--- src/rtl/alu_pkg.sv ---
// Shared ALU opcodes, RV32 field constants and branch-kind encoding for the
// execute-stage issue controller.
package alu_pkg;

  localparam logic [3:0] ALU_ADD = 4'b0000;
  localparam logic [3:0] ALU_SUB = 4'b0001;
  localparam logic [3:0] ALU_AND = 4'b0010;
  localparam logic [3:0] ALU_OR  = 4'b0011;
  localparam logic [3:0] ALU_XOR = 4'b0100;
  localparam logic [3:0] ALU_SLT = 4'b0101;
  localparam logic [3:0] ALU_SHL = 4'b0110;
  localparam logic [3:0] ALU_SHR = 4'b0111;
  localparam logic [3:0] ALU_EQ  = 4'b1001;
  localparam logic [3:0] ALU_NE  = 4'b1010;

  localparam logic [6:0] OP_R  = 7'b0110011;
  localparam logic [6:0] OP_I  = 7'b0010011;
  localparam logic [6:0] OP_BR = 7'b1100011;
  localparam logic [6:0] OP_LD = 7'b0000011;
  localparam logic [6:0] OP_ST = 7'b0100011;

  localparam logic [2:0] F3_ADD = 3'b000;
  localparam logic [2:0] F3_SLL = 3'b001;
  localparam logic [2:0] F3_SLT = 3'b010;
  localparam logic [2:0] F3_XOR = 3'b100;
  localparam logic [2:0] F3_SR  = 3'b101;
  localparam logic [2:0] F3_OR  = 3'b110;
  localparam logic [2:0] F3_AND = 3'b111;
  localparam logic [2:0] F3_BEQ = 3'b000;
  localparam logic [2:0] F3_BNE = 3'b001;
  localparam logic [2:0] F3_BLT = 3'b100;

  typedef enum logic [1:0] {BR_NONE = 2'd0, BR_EQ = 2'd1, BR_NE = 2'd2, BR_LT = 2'd3} br_kind_t;

endpackage

--- src/rtl/alu_op_decoder.sv ---
// Combinational instruction-field decode into ALU opcode, B-source select,
// shift flag, branch kind and illegal flag.
module alu_op_decoder
  import alu_pkg::*;
(
  input  logic [6:0] opcode,
  input  logic [2:0] funct3,
  input  logic       funct7_5,
  output logic [3:0] alu_control,
  output logic       b_sel,
  output logic       is_shift,
  output logic [1:0] br_kind,
  output logic       illegal
);

  always_comb begin
    alu_control = ALU_ADD;
    b_sel       = 1'b0;
    is_shift    = 1'b0;
    br_kind     = BR_NONE;
    illegal     = 1'b0;
    case (opcode)
      OP_R, OP_I: begin
        b_sel = (opcode == OP_I);
        case (funct3)
          F3_ADD: alu_control = (opcode == OP_R && funct7_5) ? ALU_SUB : ALU_ADD;
          F3_AND: alu_control = ALU_AND;
          F3_OR:  alu_control = ALU_OR;
          F3_XOR: alu_control = ALU_XOR;
          F3_SLT: alu_control = ALU_SLT;
          F3_SLL: begin
            alu_control = ALU_SHL;
            is_shift    = 1'b1;
          end
          // arithmetic right shift is not supported by the ALU
          F3_SR: begin
            if (funct7_5) illegal = 1'b1;
            else begin
              alu_control = ALU_SHR;
              is_shift    = 1'b1;
            end
          end
          default: illegal = 1'b1;
        endcase
      end
      OP_BR: begin
        case (funct3)
          F3_BEQ: begin alu_control = ALU_SUB; br_kind = BR_EQ; end
          F3_BNE: begin alu_control = ALU_SUB; br_kind = BR_NE; end
          F3_BLT: begin alu_control = ALU_SLT; br_kind = BR_LT; end
          default: illegal = 1'b1;
        endcase
      end
      OP_LD, OP_ST: b_sel = 1'b1;
      default:      illegal = 1'b1;
    endcase
  end

endmodule

--- src/rtl/alu_issue_ctrl.sv ---
// Two-stage execute front end: stage 1 registers ALU inputs, stage 2 captures
// the ALU result with branch-taken and illegal flags behind a valid/ready handshake.
module alu_issue_ctrl
  import alu_pkg::*;
#(
  parameter int DATA_WIDTH       = 32,
  parameter int ALUCONTROL_WIDTH = 4,
  parameter int SHAMT_WIDTH      = 5
) (
  input  logic                        clk,
  input  logic                        rst,
  input  logic                        in_valid,
  output logic                        in_ready,
  input  logic [6:0]                  opcode,
  input  logic [2:0]                  funct3,
  input  logic                        funct7_5,
  input  logic [DATA_WIDTH-1:0]       rs1_data,
  input  logic [DATA_WIDTH-1:0]       rs2_data,
  input  logic [DATA_WIDTH-1:0]       imm,
  output logic [DATA_WIDTH-1:0]       alu_a,
  output logic [DATA_WIDTH-1:0]       alu_b,
  output logic [ALUCONTROL_WIDTH-1:0] alu_control,
  input  logic [DATA_WIDTH-1:0]       alu_result,
  input  logic                        alu_zero,
  output logic                        out_valid,
  input  logic                        out_ready,
  output logic [DATA_WIDTH-1:0]       out_result,
  output logic                        out_branch_taken,
  output logic                        out_illegal
);

  logic [3:0]            dec_ctrl;
  logic                  dec_bsel, dec_shift, dec_ill;
  logic [1:0]            dec_br;
  logic                  s1_valid, s1_illegal, s1_adv, accept, taken_nxt;
  br_kind_t              s1_br;
  logic [DATA_WIDTH-1:0] b_mux, b_eff;

  alu_op_decoder u_dec (
    .opcode     (opcode),
    .funct3     (funct3),
    .funct7_5   (funct7_5),
    .alu_control(dec_ctrl),
    .b_sel      (dec_bsel),
    .is_shift   (dec_shift),
    .br_kind    (dec_br),
    .illegal    (dec_ill)
  );

  assign s1_adv   = !out_valid || out_ready;
  assign in_ready = !s1_valid || s1_adv;
  assign accept   = in_valid && in_ready;

  assign b_mux = dec_bsel ? imm : rs2_data;
  assign b_eff = dec_shift ? DATA_WIDTH'(b_mux[SHAMT_WIDTH-1:0]) : b_mux;

  // Stage 1: ALU inputs only change on accept, so they stay stable while stalled or empty
  always_ff @(posedge clk or posedge rst) begin
    if (rst) begin
      s1_valid    <= 1'b0;
      s1_illegal  <= 1'b0;
      s1_br       <= BR_NONE;
      alu_a       <= '0;
      alu_b       <= '0;
      alu_control <= ALUCONTROL_WIDTH'(ALU_ADD);
    end else if (accept) begin
      s1_valid   <= 1'b1;
      s1_illegal <= dec_ill;
      if (dec_ill) begin
        s1_br       <= BR_NONE;
        alu_a       <= '0;
        alu_b       <= '0;
        alu_control <= ALUCONTROL_WIDTH'(ALU_ADD);
      end else begin
        s1_br       <= br_kind_t'(dec_br);
        alu_a       <= rs1_data;
        alu_b       <= b_eff;
        alu_control <= ALUCONTROL_WIDTH'(dec_ctrl);
      end
    end else if (s1_adv) begin
      s1_valid <= 1'b0;
    end
  end

  always_comb begin
    taken_nxt = 1'b0;
    case (s1_br)
      BR_EQ:   taken_nxt = alu_zero;
      BR_NE:   taken_nxt = !alu_zero;
      BR_LT:   taken_nxt = alu_result[0];
      default: taken_nxt = 1'b0;
    endcase
  end

  always_ff @(posedge clk or posedge rst) begin
    if (rst) begin
      out_valid        <= 1'b0;
      out_result       <= '0;
      out_branch_taken <= 1'b0;
      out_illegal      <= 1'b0;
    end else if (s1_adv) begin
      out_valid <= s1_valid;
      if (s1_valid) begin
        out_result       <= s1_illegal ? '0 : alu_result;
        out_branch_taken <= s1_illegal ? 1'b0 : taken_nxt;
        out_illegal      <= s1_illegal;
      end
    end
  end

endmodule

--- config.mk ---
export PLATFORM = sky130hd
export DESIGN_NAME = alu_issue_ctrl
export DESIGN_NICKNAME = d
export VERILOG_FILES = /design/src/rtl/alu_pkg.sv /design/src/rtl/alu_op_decoder.sv /design/src/rtl/alu_issue_ctrl.sv
export SDC_FILE = /design/constraint.sdc
export NUM_CORES = 1
export LEC_CHECK = 0
export ABC_AREA = 1
export CAP_MARGIN = 20
export CORE_MARGIN = 4
export CORE_UTILIZATION = 23
export DETAILED_ROUTE_END_ITERATION = 16
export HOLD_SLACK_MARGIN = 0.08
export SLEW_MARGIN = 10
export SYNTH_ARGS = -nofsm -noshare
export SYNTH_HDL_FRONTEND = slang
export SYNTH_SLANG_ARGS = --single-unit
--- constraint.sdc ---
create_clock -name clk -period 6.8 [get_ports clk]
set_clock_uncertainty 0.2 [all_clocks]
set_input_delay 0.68 -clock clk [delete_from_list [all_inputs] [get_ports clk]]
set_output_delay 0.68 -clock clk [all_outputs]
set_load 0.01 [all_outputs]
# ---- Yosys cells after proc, flatten, opt, wreduce, memory -nomap -nowiden
# Index checks and enable logic that the tools add are counted.
dict set report classes {
  eq_ne 14
  mux 26
  reduce_logical 15
}
# operator n
set ops {}
lappend ops {{$mux W32} 5}
lappend ops {{$pmux W4 S7} 1}
lappend ops {{$eq A7 B6 Y1 const B} 2}
lappend ops {{$eq A3 B3 Y1 const B} 4}
lappend ops {{$mux W1} 8}
lappend ops {{$pmux W4 S2} 1}
lappend ops {{$eq A7 B2 Y1 const B} 1}
lappend ops {{$eq A7 B5 Y1 const B} 1}
lappend ops {{$eq A7 B7 Y1 const B} 1}
lappend ops {{$pmux W1 S2} 3}
lappend ops {{$pmux W1 S3} 2}
lappend ops {{$pmux W2 S3} 1}
lappend ops {{$pmux W3 S2} 1}
lappend ops {{$reduce_or A2 Y1} 3}
lappend ops {{$reduce_or A6 Y1} 1}
lappend ops {{$eq A2 B2 Y1 const B} 2}
lappend ops {{$mux W2} 2}
lappend ops {{$mux W4} 1}
lappend ops {{$eq A3 B1 Y1 const B} 1}
lappend ops {{$eq A3 B2 Y1 const B} 1}
lappend ops {{$logic_not A1 Y1} 3}
lappend ops {{$logic_not A3 Y1} 1}
lappend ops {{$mux W3} 1}
lappend ops {{$reduce_or A3 Y1} 1}
lappend ops {{other kinds (5)} 7}
dict set report word_totals {
  wordCells 65
  in_bits 144
  ff_bits 107
  out_inout_bits 104
}

# ---- Depth between registers and ports, before layout
# Gate-level depths: netlist of the first run.
dict set report depth {
  ltp_word 6
  ltp_mapped 11
  mapped_depth_nobuf 9
}

# ---- By module
# A second synthesis of the first run with hierarchy kept.
dict set report hier_totals {
  cells_unflattened 665
  area_unflattened_um2 5036.1
}
# module area_per_inst_um2 instances cells_per_inst seq_area_each_um2
set by_module_without_submodules {}
lappend by_module_without_submodules {alu_issue_ctrl 4790.8 1 612 2677.6}
lappend by_module_without_submodules {alu_op_decoder 245.2 1 53 0.0}

# ---- Least setup slack after synthesis of the first run
# OpenSTA, ideal clock, no wires.
dict set report synth_path {
  path_kind {input port to flip-flop}
  start {input port opcode[1]}
  end {register alu_b[25]}
  n_path_buf 2
  path_slack_ps 4905
  setup_time_ps 118
  required_ps 6482
  cell_stages 11
  arrival_ps 1578
  cell_sequence {nand2_2 inv_2 nand3_1 nor2_2 nand2_1 nand2_1 nor2_2 buf_6 buf_6 nand3_1 nand2_1}
}
dict set report synth_between {
  elab_chain_len 6
  word_cells_on_any_way 13
  classes_between {5 x eq/ne; 6 x mux; 2 x reduce/logical}
}
# element line
set synth_lines {}
lappend synth_lines {{from (decl)} alu_issue_ctrl.sv:14} ;# input logic [6:0] opcode,
lappend synth_lines {{$eq A7 B2 Y1, or another cell as far along} alu_op_decoder.sv:22} ;# case (opcode)
lappend synth_lines {{$reduce_or A2 Y1} alu_op_decoder.sv:22}
lappend synth_lines {{$pmux W1 S2} alu_op_decoder.sv:22}
lappend synth_lines {{$mux W32} alu_issue_ctrl.sv:54} ;# assign b_mux = dec_bsel ? imm : rs2_data;
lappend synth_lines {{$mux W32} alu_issue_ctrl.sv:55} ;# assign b_eff = dec_shift ? DATA_WIDTH'(b_mux[SHAMT_WIDTH-1:0]) : b_mux;
lappend synth_lines {{$mux W32 (*)} alu_issue_ctrl.sv:69} ;# if (dec_ill) begin
lappend synth_lines {{to (signal assigned)} alu_issue_ctrl.sv:64} ;# alu_b <= '0;
lappend synth_lines {{to (signal assigned)} alu_issue_ctrl.sv:72} ;# alu_b <= '0;
lappend synth_lines {{to (signal assigned)} alu_issue_ctrl.sv:77} ;# alu_b <= b_eff;
lappend synth_lines {{to (decl)} alu_issue_ctrl.sv:21} ;# output logic [DATA_WIDTH-1:0] alu_b,
# Every way passes the cells marked *; elsewhere a longest branch is shown, timed or not.
# A chain may end at the register's enable or synchronous reset.

# ---- Worst setup path after layout of the first run
dict set report layout_path {
  start {input port funct3[2]}
  end {register alu_a[11]}
}
dict set report layout_between {
  elab_chain_len 5
  word_cells_on_any_way 13
  classes_between {6 x eq/ne; 4 x mux; 3 x reduce/logical}
}
# element line
set layout_lines {}
lappend layout_lines {{from (decl)} alu_issue_ctrl.sv:15} ;# input logic [2:0] funct3,
lappend layout_lines {{$eq A3 B3 Y1, or another cell as far along} alu_op_decoder.sv:25} ;# case (funct3)
lappend layout_lines {{$reduce_or A6 Y1 (no source line) or $reduce_or A3 Y1 (tied branches)} -}
lappend layout_lines {{$pmux W1 S2 or $mux W1 (tied branches)} {alu_op_decoder.sv:25, alu_op_decoder.sv:47}}
lappend layout_lines {{$pmux W1 S3 (*)} alu_op_decoder.sv:22}
lappend layout_lines {{$mux W32 (*)} alu_issue_ctrl.sv:69}
lappend layout_lines {{to (signal assigned)} alu_issue_ctrl.sv:76} ;# alu_a <= rs1_data;
lappend layout_lines {{to (decl)} alu_issue_ctrl.sv:20} ;# output logic [DATA_WIDTH-1:0] alu_a,
# Marked as above.

==> results of run 1 <==
layout make-up:
cell class                      instances  share of cell area
Timing Repair Buffer                  251               0.329
Clock inverter                          4             0.00737
Sequential cell                       106               0.347
Inverter                               46              0.0229
Tap cell                              265              0.0434
Clock buffer                           12              0.0336
Multi-Input combinational cell        360               0.217
cells in the mapped netlist:
cell / count
nand3_2: 1
o21ai_0: 36
a32o_1: 1
inv_1: 41
o21ai_1: 1
a31oi_1: 1
buf_1: 1
clkbuf_1: 14
inv_2: 5
a21oi_1: 2
nand2_1: 232
nand3_1: 34
nor2_1: 11
buf_4: 1
nand4_1: 1
buf_2: 7
nor2_4: 1
dfrtp_1: 106
nand2_2: 2
buf_6: 6
conb_1: 1
a22o_1: 32
nor2_2: 4
power groups by stage:
| stage | registers (mW) | logic [mW] | clock network [mW] |
|---|---|---|---|
| after floorplan | 0.673 | 0.0655 | 0 |
| after global placement | 0.666 | 0.215 | 0 |
| after detailed placement | 0.667 | 0.214 | 0 |
| after CTS | 0.654 | 0.214 | 0.578 |
| after global routing | 0.656 | 0.230 | 0.602 |
| final | 0.654 | 0.209 | 0.555 |
worst max-delay path, stage by stage:
cell and delay, ns:
clkdlybuf4s50_1 0.51, a21oi_1 0.20, nand3_1 0.11, nand2_1 0.08, nand2_1 0.08, nor2_4 0.62, buf_4 0.47, nand2_1 0.11
nand2_1 0.08
stage by stage:
stage	cell area [um2]	cells	power, mW	utilization
after global placement	7310	1027	0.881	0.372
after CTS	7620	1043	1.45	0.388
after detailed placement	7310	1027	0.881	0.372
after floorplan	4630	541	0.739	-
after global routing	7640	1044	1.49	0.389
final	7640	1044	1.42	0.389
registers in the layout, summed over array words and instances, names as in the netlist:
name              cells
alu_a                32
alu_b                32
out_result           32
alu_control           3
s1_br                 2
out_branch_taken      1
out_illegal           1
out_valid             1
s1_illegal            1
s1_valid              1
how the worst min path moves through the flow:
stage | endpoint
after floorplan | s1_br[0]$_DFFE_PP0P_
after global placement | out_result[0]$_DFFE_PP0P_
after detailed placement | out_result[0]$_DFFE_PP0P_
after CTS | out_result[0]$_DFFE_PP0P_
after global routing | alu_b[21]$_DFFE_PP0P_
final | out_result[0]$_DFFE_PP0P_
cell families (layout without fill, tap and decap cells):
group	count (synthesis)	count (layout)	synth area share
and+or+nand+nor	286	286	0.248
DFF	106	106	0.572
buffers and inverters	75	313	0.0732
AOI/OAI and AO/OA	73	73	0.106
other	1	1	0.000809
per-layer routing:
metal,wire length (um),GRT usage
met5,0,0
met4,115,0.0274
met3,2070,0.0690
met2,6600,0.204
met1,6560,0.169
==> results.md, run 1 <==
- Outcome: finished clean
- Yosys Warn Count: 0
- Register Area: around 2700 um2
- Synth cell types: 23
- Final worst slack: 3.90 ns
- Clock power frac: 0.391
- Buffers on Ports: between 200 and 250
- Cell Int Power: around 1.1 mW
- Syn Area/Cell: about 8.6 um2
- DRT iter0 DRCs: 135
- RSZ-0062 raised after global routing: false
- Max-slew headroom: 0.459
- Worst EP arrival: between 2 and 3 ns
- Switching Power: 0.347 mW
- Sequential Power Share: 0.461
- DR WL/cell: ~15 um
- HPWL after detailed placement: about 11000 um
- Chip Height: roughly 150 um
- Synth Instances: 541
- Clock root cell: clkbuf_16
- Hold slack: ~0.28 ns
- Global-route usage over all layers: 0.133
- RePlAce Congestion: around 0.76
- Clock sink count: 106
- Synth area leader: dfrtp_1
- I/O pins: roughly 250
- Leak: about 3.7 nW
- H-Tree Depth: 3
- Max-slew violations: 0
- Ratio of cells with drive above 1 in the final layout: 0.0449
- Most common cell after layout, fill and taps aside: clkdlybuf4s50_1
- WP data required: just under 7 ns
- Final ANT Viol Nets: 0
- HP Class: flip-flop to flip-flop
- Crit. End Element: flip-flop
- Post-CTS sizing: 0
- Filler cells: about 2k
- Vias in the first global route: ~4.3k
- Most frequent cells in the layout: clkdlybuf4s50_1 (246), nand2_1 (231), dfrtp_1 (106), inv_1 (40), o21ai_0 (36)
- Largest net degree at the start of global routing: 72
- Hold path depth: 2
- Final TNS setup: 0 ns
- Power Dens Cells: 186 nW/um2
- Post-Syn Nets: between 600 and 700
- DRT Pass-1 Iters: 6
- Initial core utilization: 0.236
- Switching Fraction: 0.244
- CP Class: input pin to flip-flop
- Critical Path Source: funct3[2]
- CTS hold repair buffers: 0
- Final Hold Vio Count: 0
- Least-Margin Pin Slew: 0.810 ns
- CTS clk-pin slew, worst paths: about 0.070 ns
- DR vias: 4411
- Synth area leaders: dfrtp_1 (57%), nand2_1 (19%), a22o_1 (6.0%), o21ai_0 (3.9%), nand3_1 (3.7%)
- DRT Wirelength: 15300 um
- R2r worst-path depth: 6
- Nets: about 920
- TritonCTS clock tree: yes
- CP max FO: 34
- Core area: roughly 20000 um2
- Post-route DRC: 0
- Fin crit period: around 2.9 ns
- Reg2reg setup slack: 4.47 ns
- Site Rows: 51
- Sequential share of the synthesized area: 0.572
- Setup crit end: alu_a[11]$_DFFE_PP0P_
- FF+latch count, synth: ~110
- Total CTS buffers: 9
- Gate power share: 0.147
- Clk_lat worst skew: about 0.35 ns
- Antenna Cells: 0
- Dpl ws: approximately 3.5 ns
- CTS max path bufs: 2
- GRT overflow: 0
- Top cell type's share of synthesized area: 0.572
- Reg2reg end: alu_a[11]$_DFFE_PP0P_
- Multi-input gate area: 1660 um2
- Crit path launch type: input pin
- Mapped Area: 4630 um2
- F_max: 0.345 GHz
- Die area: around 22000 um2
- Peak supply drop: between 0.07 and 0.08 mV
- Antenna violations before repair: 0
- Setup Viol. Count Final: 0
- First-pass GRT wire length: ~24000 um
- Fin crit share: 0.427
- R2R Path Start: out_valid$_DFFE_PP0P_
- Die X: 150 um
- Post-CTS setup repair buffer count: 0
- Synth-to-layout area growth: 64.8%
- Vias per cell: 4.23
- Max-capacitance violation count: 0
- Worst min-delay path startpoint: out_result[0]$_DFFE_PP0P_
Note: power is estimated with default switching activity, not from simulation.
==> run 2: changes to the inputs <==
==> constraint.sdc (replaced) <==
create_clock -name clk -period 2.6 [get_ports clk]
set_clock_uncertainty 0.2 [all_clocks]
set_input_delay 0.26 -clock clk [delete_from_list [all_inputs] [get_ports clk]]
set_output_delay 0.26 -clock clk [all_outputs]
set_load 0.01 [all_outputs]
==> results.md, run 2 (synthesis results as in run 1) <==
- RSZ-0062 raised after global routing: false
- I/O pins: 248 (unchanged)
- Final TNS setup: 0 ns (unchanged)
- CP Class: input pin to output pin
- DR vias: 4350 (-1.4%)
- Overall power: 3.71 mW (+160%)
- Die X: 150 um (unchanged)
- Crit. End Element: output pin
- Buffers on Ports: 246 (unchanged)
- Most frequent cells in the layout: clkdlybuf4s50_1 (246), nand2_1 (231), dfrtp_1 (106), inv_1 (40), o21ai_0 (36)
- DRT iter0 DRCs: 126 (-6.7%)
- Setup Viol. Count Final: 0 (unchanged)
- R2R Path Start: s1_valid$_DFFE_PP0P_
- HPWL after detailed placement: 11300 um (-0.23%)
- Peak supply drop: 0.231 mV (+190%)
- DP Area: 7380 um2 (+0.98%)
- Max-slew headroom: 0.614 (+0.155)
- Site Rows: 51 (unchanged)
- Antenna Cells: 0 (unchanged)
- Max-capacitance violation count: 0 (unchanged)
- GRT overflow: 0 (unchanged)
- F_max: 0.512 GHz
- Global-route usage over all layers: 0.132 (-0.00115)
- H-Tree Depth: 3 (unchanged)
- DRT Pass-1 Iters: 5 (-1)
- HP Class: input pin to asynchronous set/reset pin
- Power Dens Cells: 483 nW/um2 (+160%)
- CTS clk-pin slew, worst paths: 0.08 ns (about the same)
- Initial core utilization: 0.236 (unchanged)
- Top flop regs: alu_a x32, alu_b x32, out_result x32
- RePlAce Congestion: 0.773 (+2.0%)
- Nets: 922 (+0.44%)
- DRT Wirelength: 15500 um (+0.83%)
- Clock sink count: 106 (unchanged)
- Crit path launch type: input pin
- Clk_lat worst skew: 0.35 ns (about the same)
- Final ANT Viol Nets: 0 (unchanged)
- Clock root cell: clkbuf_16
- CP max FO: 3 (-91%)
- First-pass GRT wire length: 23300 um (-1.0%)
- Worst EP arrival: 1.49 ns (-1.49 ns)
- Max-slew violations: 0 (unchanged)
- Vias per cell: 4.15 (-1.8%)
- Final instance area: 7680 um2 (+0.59%)
- Placed cells: 1032 (+0.49%)
- Filler cells: 2060 (+2.5%)
- Critical Path Source: out_ready
- Ratio of cells with drive above 1 in the final layout: 0.0485 (+0.00360)
- Total CTS buffers: 9 (unchanged)
- Most common cell after layout, fill and taps aside: clkdlybuf4s50_1
- Least-Margin Pin Slew: 0.579 ns (-0.231 ns)
- Die area: 22500 um2 (unchanged)
- Outcome: finished clean
- Final Hold Vio Count: 0 (unchanged)
- Fin crit period: 1.95 ns
- Chip Height: 150 um (unchanged)
- Antenna violations before repair: 0 (unchanged)
- CTS hold repair buffers: 0 (unchanged)
- Post-CTS sizing: 0 (unchanged)
- Post-CTS setup repair buffer count: 0 (unchanged)
- Leak: 3.76 nW (+0.38%)
- Post-route DRC: 0 (unchanged)
- Largest net degree at the start of global routing: 107 (+49%)
- CTS max path bufs: 2 (unchanged)
- Fin crit share: 0.751
- Final Non-Filler Cells: 1048 (+0.38%)
- DR WL/cell: 14.8 um (+0.44%)
- Vias in the first global route: 4247 (-0.65%)
- R2r worst-path depth: 6 (unchanged)
- Synth-to-layout area growth: 65.8%
- TritonCTS clock tree: yes
- WP data required: 2.14 ns (-4.74 ns)
- Core area: 19700 um2 (unchanged)
==> run 2: critical path, stage by stage <==
cell	delay [ns]
clkdlybuf4s50_1	0.46
inv_1	0.05
nand3_1	0.13
clkdlybuf4s50_1	0.60
==> run 2: path summary, 6_finish.rpt <==
kind | slack [ns] | endpoint
min in group clk | 0.24 | alu_a[16]$_DFFE_PP0P_
worst max register to register | 0.97 | alu_control[1]$_DFFE_PP0P_
max in group asynchronous | 1.53 | alu_a[19]$_DFFE_PP0P_
worst min register to register | 0.28 | alu_b[30]$_DFFE_PP0P_
worst max-delay path | 0.65 | in_ready
worst min-delay path | 0.23 | alu_a[14]$_DFFE_PP0P_
==> run 2: metrics by stage <==
| step | setup WS (ns) | hold slack [ns] | util |
|---|---|---|---|
| final | 0.648 | 0.227 | 0.391 |
| after global routing | 0.564 | 0.231 | 0.391 |
| after CTS | 0.600 | 0.215 | 0.391 |
| after detailed placement | 0.381 | 0.264 | 0.375 |
| after global placement | 0.396 | 0.261 | 0.375 |
| after floorplan | 0.866 | 0.170 | - |
==> run 2: report_power, final <==
| group | leakage (nW) | internal (mW) | switching [mW] |
|---|---|---|---|
| clock | 0.146 | 0.806 | 0.635 |
| sequential | 1.46 | 1.69 | 0.0236 |
| combinational | 2.15 | 0.312 | 0.243 |
| total | 3.76 | 2.81 | 0.902 |
==> run 2: per-layer routing <==
metal / track usage / share of wire / up-vias
met1: 0.159 / 0.42 / 1961
li1: - / - / 2182
met5: 0 / 0 / -
met4: 0.0522 / 0.020 / 0
met3: 0.0612 / 0.12 / 19
met2: 0.205 / 0.44 / 188
==> run 2: area by class of cell <==
cell class	instances	area (um2)	share of cell area
sequential	106	2650	0.345
timing repair buffer	255	2570	0.334
multi-input combinational	360	1650	0.215
tap	265	332	0.0431
clock buffer	13	260	0.0339
inverter	46	176	0.0230
clock inverter	3	46.3	0.00602
